[config.mk]
export PLATFORM = sky130hd
export DESIGN_NAME = instr_mem_loader
export DESIGN_NICKNAME = d
export VERILOG_FILES = /design/src/rtl/loader_pkg.sv /design/src/rtl/instr_mem_loader.sv
export SDC_FILE = /design/constraint.sdc
export NUM_CORES = 1
export LEC_CHECK = 0
export BUFFER_PORTS_ARGS = -buffer_cell sky130_fd_sc_hd__buf_2
export CAP_MARGIN = 20
export CORE_AREA = 8 8 92 94
export DETAILED_ROUTE_END_ITERATION = 7
export DIE_AREA = 0 0 100 102
export PLACE_DENSITY = 0.65
export RECOVER_POWER = 50
export SKIP_LAST_GASP = 1
export SYNTH_ARGS = -nofsm -noshare
export SYNTH_HDL_FRONTEND = slang
export SYNTH_SLANG_ARGS = --single-unit
[constraint.sdc]
create_clock -name clk_i -period 1.6 [get_ports clk_i]
set_input_delay 0.16 -clock clk_i [delete_from_list [all_inputs] [get_ports clk_i]]
set_output_delay 0.16 -clock clk_i [all_outputs]
set_load 0.02 [all_outputs]
[src/rtl/loader_pkg.sv]
`default_nettype none
// ==========================================================================
// Module : loader_pkg
// Shared state encoding and defaults for the instruction-memory loader.
// Rev    : 1.0
// ==========================================================================
package loader_pkg;

  localparam int c_depth_default  = 32;
  localparam int c_addr_w_default = 5;
  localparam int c_instr_w        = 32;

  typedef enum logic [2:0] {
    ST_IDLE  = 3'd0,
    ST_LOAD  = 3'd1,
    ST_CLEAR = 3'd2,
    ST_RUN   = 3'd3,
    ST_ERR   = 3'd4
  } state_t;

endpackage
`default_nettype wire

[src/rtl/instr_mem_loader.sv]
`default_nettype none
// ==========================================================================
// Module : instr_mem_loader
// Streams a program into instruction memory, zero-fills the tail and
// releases the CPU from reset once the image is complete.
// Rev    : 1.0
// ==========================================================================
module instr_mem_loader
  import loader_pkg::*;
#(
  parameter int DEPTH  = c_depth_default,
  parameter int ADDR_W = c_addr_w_default
) (
  input  logic                 clk_i,
  input  logic                 rst_i,
  input  logic                 start_i,
  input  logic                 s_valid_i,
  input  logic [c_instr_w-1:0] s_data_i,
  input  logic                 s_last_i,
  output logic                 s_ready_o,
  output logic                 im_we_o,
  output logic [ADDR_W+1:0]    im_addr_o,
  output logic [c_instr_w-1:0] im_data_o,
  output logic                 cpu_rst_n_o,
  output logic                 done_o,
  output logic                 err_o,
  output logic [ADDR_W:0]      word_cnt_o
);

  localparam logic [ADDR_W:0] c_ptr_one  = (ADDR_W+1)'(1);
  localparam logic [ADDR_W:0] c_last_idx = (ADDR_W+1)'(DEPTH - 1);

  state_t                 r_state;
  state_t                 w_state_next;
  logic [ADDR_W:0]        r_ptr;
  logic [ADDR_W:0]        w_ptr_next;
  logic [ADDR_W:0]        r_cnt;
  logic [ADDR_W:0]        w_cnt_next;
  logic                   w_hs;
  logic                   w_at_last;
  logic                   w_we;
  logic [c_instr_w-1:0]   w_wdata;

  logic                   r_ready;
  logic                   r_we;
  logic [ADDR_W+1:0]      r_addr;
  logic [c_instr_w-1:0]   r_data;
  logic                   r_run;
  logic                   r_err;

  assign w_hs      = s_valid_i & r_ready;
  assign w_at_last = (r_ptr == c_last_idx);

  always_comb begin
    w_state_next = r_state;
    w_ptr_next   = r_ptr;
    w_cnt_next   = r_cnt;
    w_we         = 1'b0;
    w_wdata      = '0;
    case (r_state)
      ST_IDLE, ST_RUN, ST_ERR: begin
        if (start_i) begin
          w_state_next = ST_LOAD;
          w_ptr_next   = '0;
          w_cnt_next   = '0;
        end
      end
      ST_LOAD: begin
        if (w_hs) begin
          w_we       = 1'b1;
          w_wdata    = s_data_i;
          w_ptr_next = r_ptr + c_ptr_one;
          w_cnt_next = r_cnt + c_ptr_one;
          if (s_last_i) begin
            w_state_next = w_at_last ? ST_RUN : ST_CLEAR;
          end else if (w_at_last) begin
            w_state_next = ST_ERR;
          end
        end
      end
      ST_CLEAR: begin
        w_we       = 1'b1;
        w_ptr_next = r_ptr + c_ptr_one;
        if (w_at_last) begin
          w_state_next = ST_RUN;
        end
      end
      default: w_state_next = ST_IDLE;
    endcase
  end

  // The run flag lags RUN entry by one cycle so the final memory write lands
  // before the CPU leaves reset, yet it drops immediately on a reload request.
  always_ff @(posedge clk_i or posedge rst_i) begin
    if (rst_i) begin
      r_state <= ST_IDLE;
      r_ptr   <= '0;
      r_cnt   <= '0;
      r_ready <= 1'b0;
      r_we    <= 1'b0;
      r_addr  <= '0;
      r_data  <= '0;
      r_run   <= 1'b0;
      r_err   <= 1'b0;
    end else begin
      r_state <= w_state_next;
      r_ptr   <= w_ptr_next;
      r_cnt   <= w_cnt_next;
      r_ready <= (w_state_next == ST_LOAD);
      r_we    <= w_we;
      if (w_we) begin
        r_addr <= {r_ptr[ADDR_W-1:0], 2'b00};
        r_data <= w_wdata;
      end
      r_run   <= (r_state == ST_RUN) && (w_state_next == ST_RUN);
      r_err   <= (w_state_next == ST_ERR);
    end
  end

  assign s_ready_o   = r_ready;
  assign im_we_o     = r_we;
  assign im_addr_o   = r_addr;
  assign im_data_o   = r_data;
  assign cpu_rst_n_o = r_run;
  assign done_o      = r_run;
  assign err_o       = r_err;
  assign word_cnt_o  = r_cnt;

endmodule
`default_nettype wire

After elaboration in Yosys (flattened, before gate mapping)
Index checks and enable logic that the tools add are counted.
Storage, ports and cells
  register bits: 56
  logic and storage cells: 45
Operators by class
  $add $sub $neg: 2
  equality and inequality tests: 10
  muxes and demuxes: 16
  bitwise gates (word level): 1
  reductions and logical operators: 7
Operator list (count)
  2-to-1 mux 32 bit: 2
  2-to-1 mux 6 bit: 3
  one-hot mux 6 bit (3 select lines): 1
  2-to-1 mux 3 bit: 5
  adder 6 x 1 -> 6 bit (second input constant): 2
  one-hot mux 6 bit (2 select lines): 1
  == test 3 x 2 -> 1 bit (second input constant): 3
  one-hot mux 3 bit (3 select lines): 1
  == test 3 x 1 -> 1 bit (second input constant): 2
  == test 3 bit (second input constant): 2
  == test 6 x 5 -> 1 bit (second input constant): 1
  AND reduction 3 bit: 2
  != test 2 bit (second input constant): 2
  zero test 3 bit: 1
  nonzero test 3 bit: 1
  OR reduction 3 bit: 1
  2-to-1 mux 1 bit: 2
  one-hot mux 1 bit (2 select lines): 1
  nonzero test 2 bit: 1
  bitwise AND 1 bit: 1
  logical AND 1 bit: 1

Logic depth before layout (Yosys ltp)
  depth in word-level cells: 7
  gate-level depth with buffers: 6
  gate-level depth less buffers: 5

Worst setup path before layout
No wires, ideal clock.
  path type: register -> register
  start point: register r_state[2]
  end point: register r_cnt[4] (netlist: word_cnt_o[4])
  arrival: 1.476 ns
  required time: 1.476 ns
  setup slack: 0.000 ns
  stages on the path, launching flop included: 7
  buffers on the path: 2
  period minus slack after synthesis: 1.600 ns
  cells stage by stage: dfrtp_1 -> buf_6 -> or3b_1 -> buf_6 -> nor2_4 -> nor2_1 -> a211o_1
Between the ends
  word-level cells in the longest chain between the ends: 4
  elaborated cells on any way between the ends: 10
  classes of those cells: eq/ne (5); mux (1); reduce/logical (4)
RTL lines
  start, declared: line instr_mem_loader.sv:33  | state_t r_state;
  start signal, assigned: line instr_mem_loader.sv:106  | r_state <= w_state_next;
  == test 3 x 2 -> 1 bit, or another cell as far along: line instr_mem_loader.sv:60  | case (r_state)
  OR reduction 3 bit: line instr_mem_loader.sv:60
  != test 2 bit (no line) / nonzero test 2 bit (equally long branches)
  AND reduction 3 bit (no line)
  end signal, assigned: line instr_mem_loader.sv:108  | r_cnt <= w_cnt_next;
  end, declared: line instr_mem_loader.sv:37  | logic [ADDR_W:0] r_cnt;
Parallel ways exist; a longest one is shown, timed or not.
A chain may end at the register's enable or synchronous reset.

Final worst setup path
  start point: register r_state[0]
  end point: register r_data[25] (netlist: im_data_o[25])
Between the ends
  word-level cells in the longest chain between the ends: 2
  elaborated cells on any way between the ends: 4
  classes of those cells: eq/ne (2); mux (2)
RTL lines
  == test 3 x 2 -> 1 bit / == test 3 x 1 -> 1 bit (equally long branches): line instr_mem_loader.sv:60
  one-hot mux 1 bit (2 select lines) / 2-to-1 mux 32 bit (equally long branches): line instr_mem_loader.sv:60
  end signal, assigned: line instr_mem_loader.sv:113  | r_data <= w_wdata;
  end, declared: line instr_mem_loader.sv:47  | logic [c_instr_w-1:0] r_data;
Parallel ways exist; a longest one is shown, timed or not.

==> impl_metrics.toml <==
[outcome]
status = "finished, final reports clean"

[cells_and_area]
syn2layout_area_growth_pct = 27.4
multi_input_area_um2 = 898
num_antenna_cells = 0
layout.nets = 330
seqCellArea_mm2 = 0.00140
stdcell_count = 391
drive_above_1_share_pct = 32.5
fillers = 718

[job]
cap_violations = 0

[grt]
use_met1_pct = 14.6
grt_usage_pct = 11.6
antenna_found_initial = 0
use_met3_pct = 4.09
grt_max_degree = 57
grt-ovfl-total = 0
grt_pass1_vias = 1936
grt_pass1_wl_mm = 9.51
grt_use_met2_pct = 18.5
grt.busiest_layer = "met2"

[setup_path]
worst-path-buf-inv = 2
crit_type = "reg -> reg"
required_ns = 1.80
cp_slowest_cell = "dfrtp_1"
start_kind = "flip-flop"
path_delay_family = "compound AO/OA/AOI/OAI gates"
timing.rr.start = "r_state[0]$_DFF_PP0_"
crit_start = "r_state[0]$_DFF_PP0_"
crit_chain = "buf_4 > nand2b_1 > a21o_1 > buf_12 > a22o_1"
arrival_ns = 1.74
cp_max_fo = 33
cp-end-kind = "flip-flop"
slowest_delay_ns = 0.42

[yosys]
ys_ff_latch = 56
syn_inst = 202
synth_warnings = 0
syn_avg_cell_area_um2 = 11.9
yosysSeqAreaShare_pct = 58.5
syn_area_mm2 = 0.00239
synth.distinct_cells = 43

[timing]
rsz0062_at_grt = "yes"
min_period_over_period_pct = 96.3
hold_viol = 0
slew_viol_final = 0
setup_viol_count_final = 0
relSlewSlack_pct = 50.5
tns_ns = 0
fmax_ghz = 0.649
period_needed_ns = 1.54
skew_ns = 0.0107
worst_slew_pin_slew_ns = 0.742
timing.hold.ws_ns = 0.0575

[routing]
drtIter0Drc = 77
routed_wl_mm = 5.82
vias_per_cell = 4.78
drcViolationCount = 0
drt-pass1-iter-count = 4
wl_per_cell_um = 14.9
antenna_left = 0
vias = 1868

[cts]
cts_tree = "done"
cts_buffers = 5
cts-root-buf = "clkbuf_8"
clk_path_buf_depth = 2
cts_num_sinks = 56
clk_pin_slew_ns = 0.10
post_cts_buffers = 0
clkLatencyLatePin_ns = 0.31
cts-htree-levels = 2

[pwr]
p_total_mw = 6.04
power_density_mw_per_mm2 = 1980
p_leak_nw = 1.53
peakVddDrop_mv = 0.801

[floorplanning]
rows = 31
die_w_um = 100
die_h_um = 102
core-area_mm2 = 0.00706
start_util_pct = 33.9
io_pins = 87
floorplan.die_area_mm2 = 0.0102

[placement]
gp_congestion = 0.822
placedCellCount = 382
io_buffers = 84
dp_hpwl_mm = 4.28

[worst_hold_path]
hp-class = "in -> reg"
hold_start = "s_data_i[14]"
[cell usage after synthesis (all sizes together)]
cell type	instances	area, µm²
a2111oi	2	17.5
nor3b	2	20.0
nor4	1	12.5
and3	3	18.8
nand4b	1	8.76
a31oi	4	25.0
o21bai	1	7.51
a211o	1	8.76
mux2i	4	40.0
a31o	1	8.76
a22o	33	289
ha	2	25.0
nor2	4	22.5
o22a	1	8.76
or4	1	7.51
o2111ai	1	8.76
a21o	3	22.5
a311o	1	10.0
nand2b	6	37.5
o211ai	2	20.0
clkbuf	4	15.0
o21ai	3	15.0
or3b	1	8.76
mux2	1	11.3
buf	10	70.1
a21oi	5	25.0
nand3b	2	15.0
o41ai	2	25.0
dfrtp	56	1400
conb	1	3.75
xnor2	1	8.76
nand2	22	82.6
o2bb2ai	1	8.76
nand3	8	40.0
inv	9	33.8
nor3	1	5.00
nor2b	1	6.26
[placed cells by master, fill, tap and decap left out, types with 2 or more instances in the layout]
cell	netlist	layout
o21ai_0	3	3
buf_12	0	2
dfrtp_1	56	56
nand2b_1	6	6
nand2_1	22	22
mux2i_1	4	4
a21oi_1	5	5
buf_2	5	66
nor2_1	3	2
clkbuf_8	0	5
conb_1	1	2
buf_4	3	7
clkbuf_1	4	19
a31oi_1	4	4
nor3b_2	1	2
and3_1	3	3
nand3_1	8	8
nand3b_1	2	2
a21o_1	3	3
inv_1	9	8
a22o_1	33	33
ha_1	2	2
[power by group]
part           internal (mW)  switching (mW)  total, mW  leakage (nW)
Clock                  0.313           0.458      0.771        0.0456
Combinational           1.17            1.74       2.91         0.770
Sequential              1.99           0.379       2.37         0.711
[repair_timing]
action                     4_1_cts  5_1_grt
resized for setup                2        4
hold buffers                     1        0
pin swaps                        0        3
setup endpoints to repair        2       34
hold endpoints to repair        56        0
[final timing paths]
check,to,slack (ns),cells after the start
max,im_data_o[25]$_DFFE_PP0P_,0.06,5
min,im_data_o[14]$_DFFE_PP0P_,0.06,2
max reg2reg,im_data_o[25]$_DFFE_PP0P_,0.06,5
min reg2reg,im_addr_o[6]$_DFFE_PP0P_,0.48,2
max in group asynchronous,im_addr_o[4]$_DFFE_PP0P_,0.49,4
min in group asynchronous,im_data_o[25]$_DFFE_PP0P_,0.63,4
[sequential cells by signal, summed over array words and instances (netlist names)]
signal and flops:
err_o 1, s_ready_o 1, im_we_o 1, im_data_o 32, r_state 3, cpu_rst_n_o 1
r_ptr 6, word_cnt_o 6, im_addr_o 5
[stage by stage]
| stage | cell area, µm² | worst slack, ns | util (%) |
|---|---|---|---|
| global route | 3050 | -0.0218 | 43.2 |
| detailed placement | 2970 | -0.0179 | 42.1 |
| global placement | 2970 | 0.0297 | 42.1 |
| finish | 3050 | 0.0588 | 43.2 |
| CTS | 3080 | 0.0278 | 43.6 |
| floorplan | 2400 | 0.0123 | - |
[area by class of cell]
type | count | area share (%)
well taps | 99 | 4.06
clock inverters | 2 | 0.451
repair buffers | 95 | 16.6
multi-input cells | 124 | 29.4
clock buffers | 6 | 2.38
inverters | 9 | 1.11
flip-flops and latches | 56 | 45.9
[metal layers]
metal / wire (µm) / vias to the layer above
met5: 0 / -
met4: 59 / 0
met3: 381 / 6
met2: 2710 / 57
met1: 2660 / 893
li1: - / 912
[logic make-up after synthesis]
logic type	count (synthesis)	synth area share, %
compound gates	61	20.9
flops	56	58.5
simple gates	53	11.9
buf+inv	23	4.96
mux	5	2.14
fa+ha+maj	2	1.04
other cells	1	0.157
xor+xnor	1	0.366
Note: power is estimated with default switching activity, not from simulation.
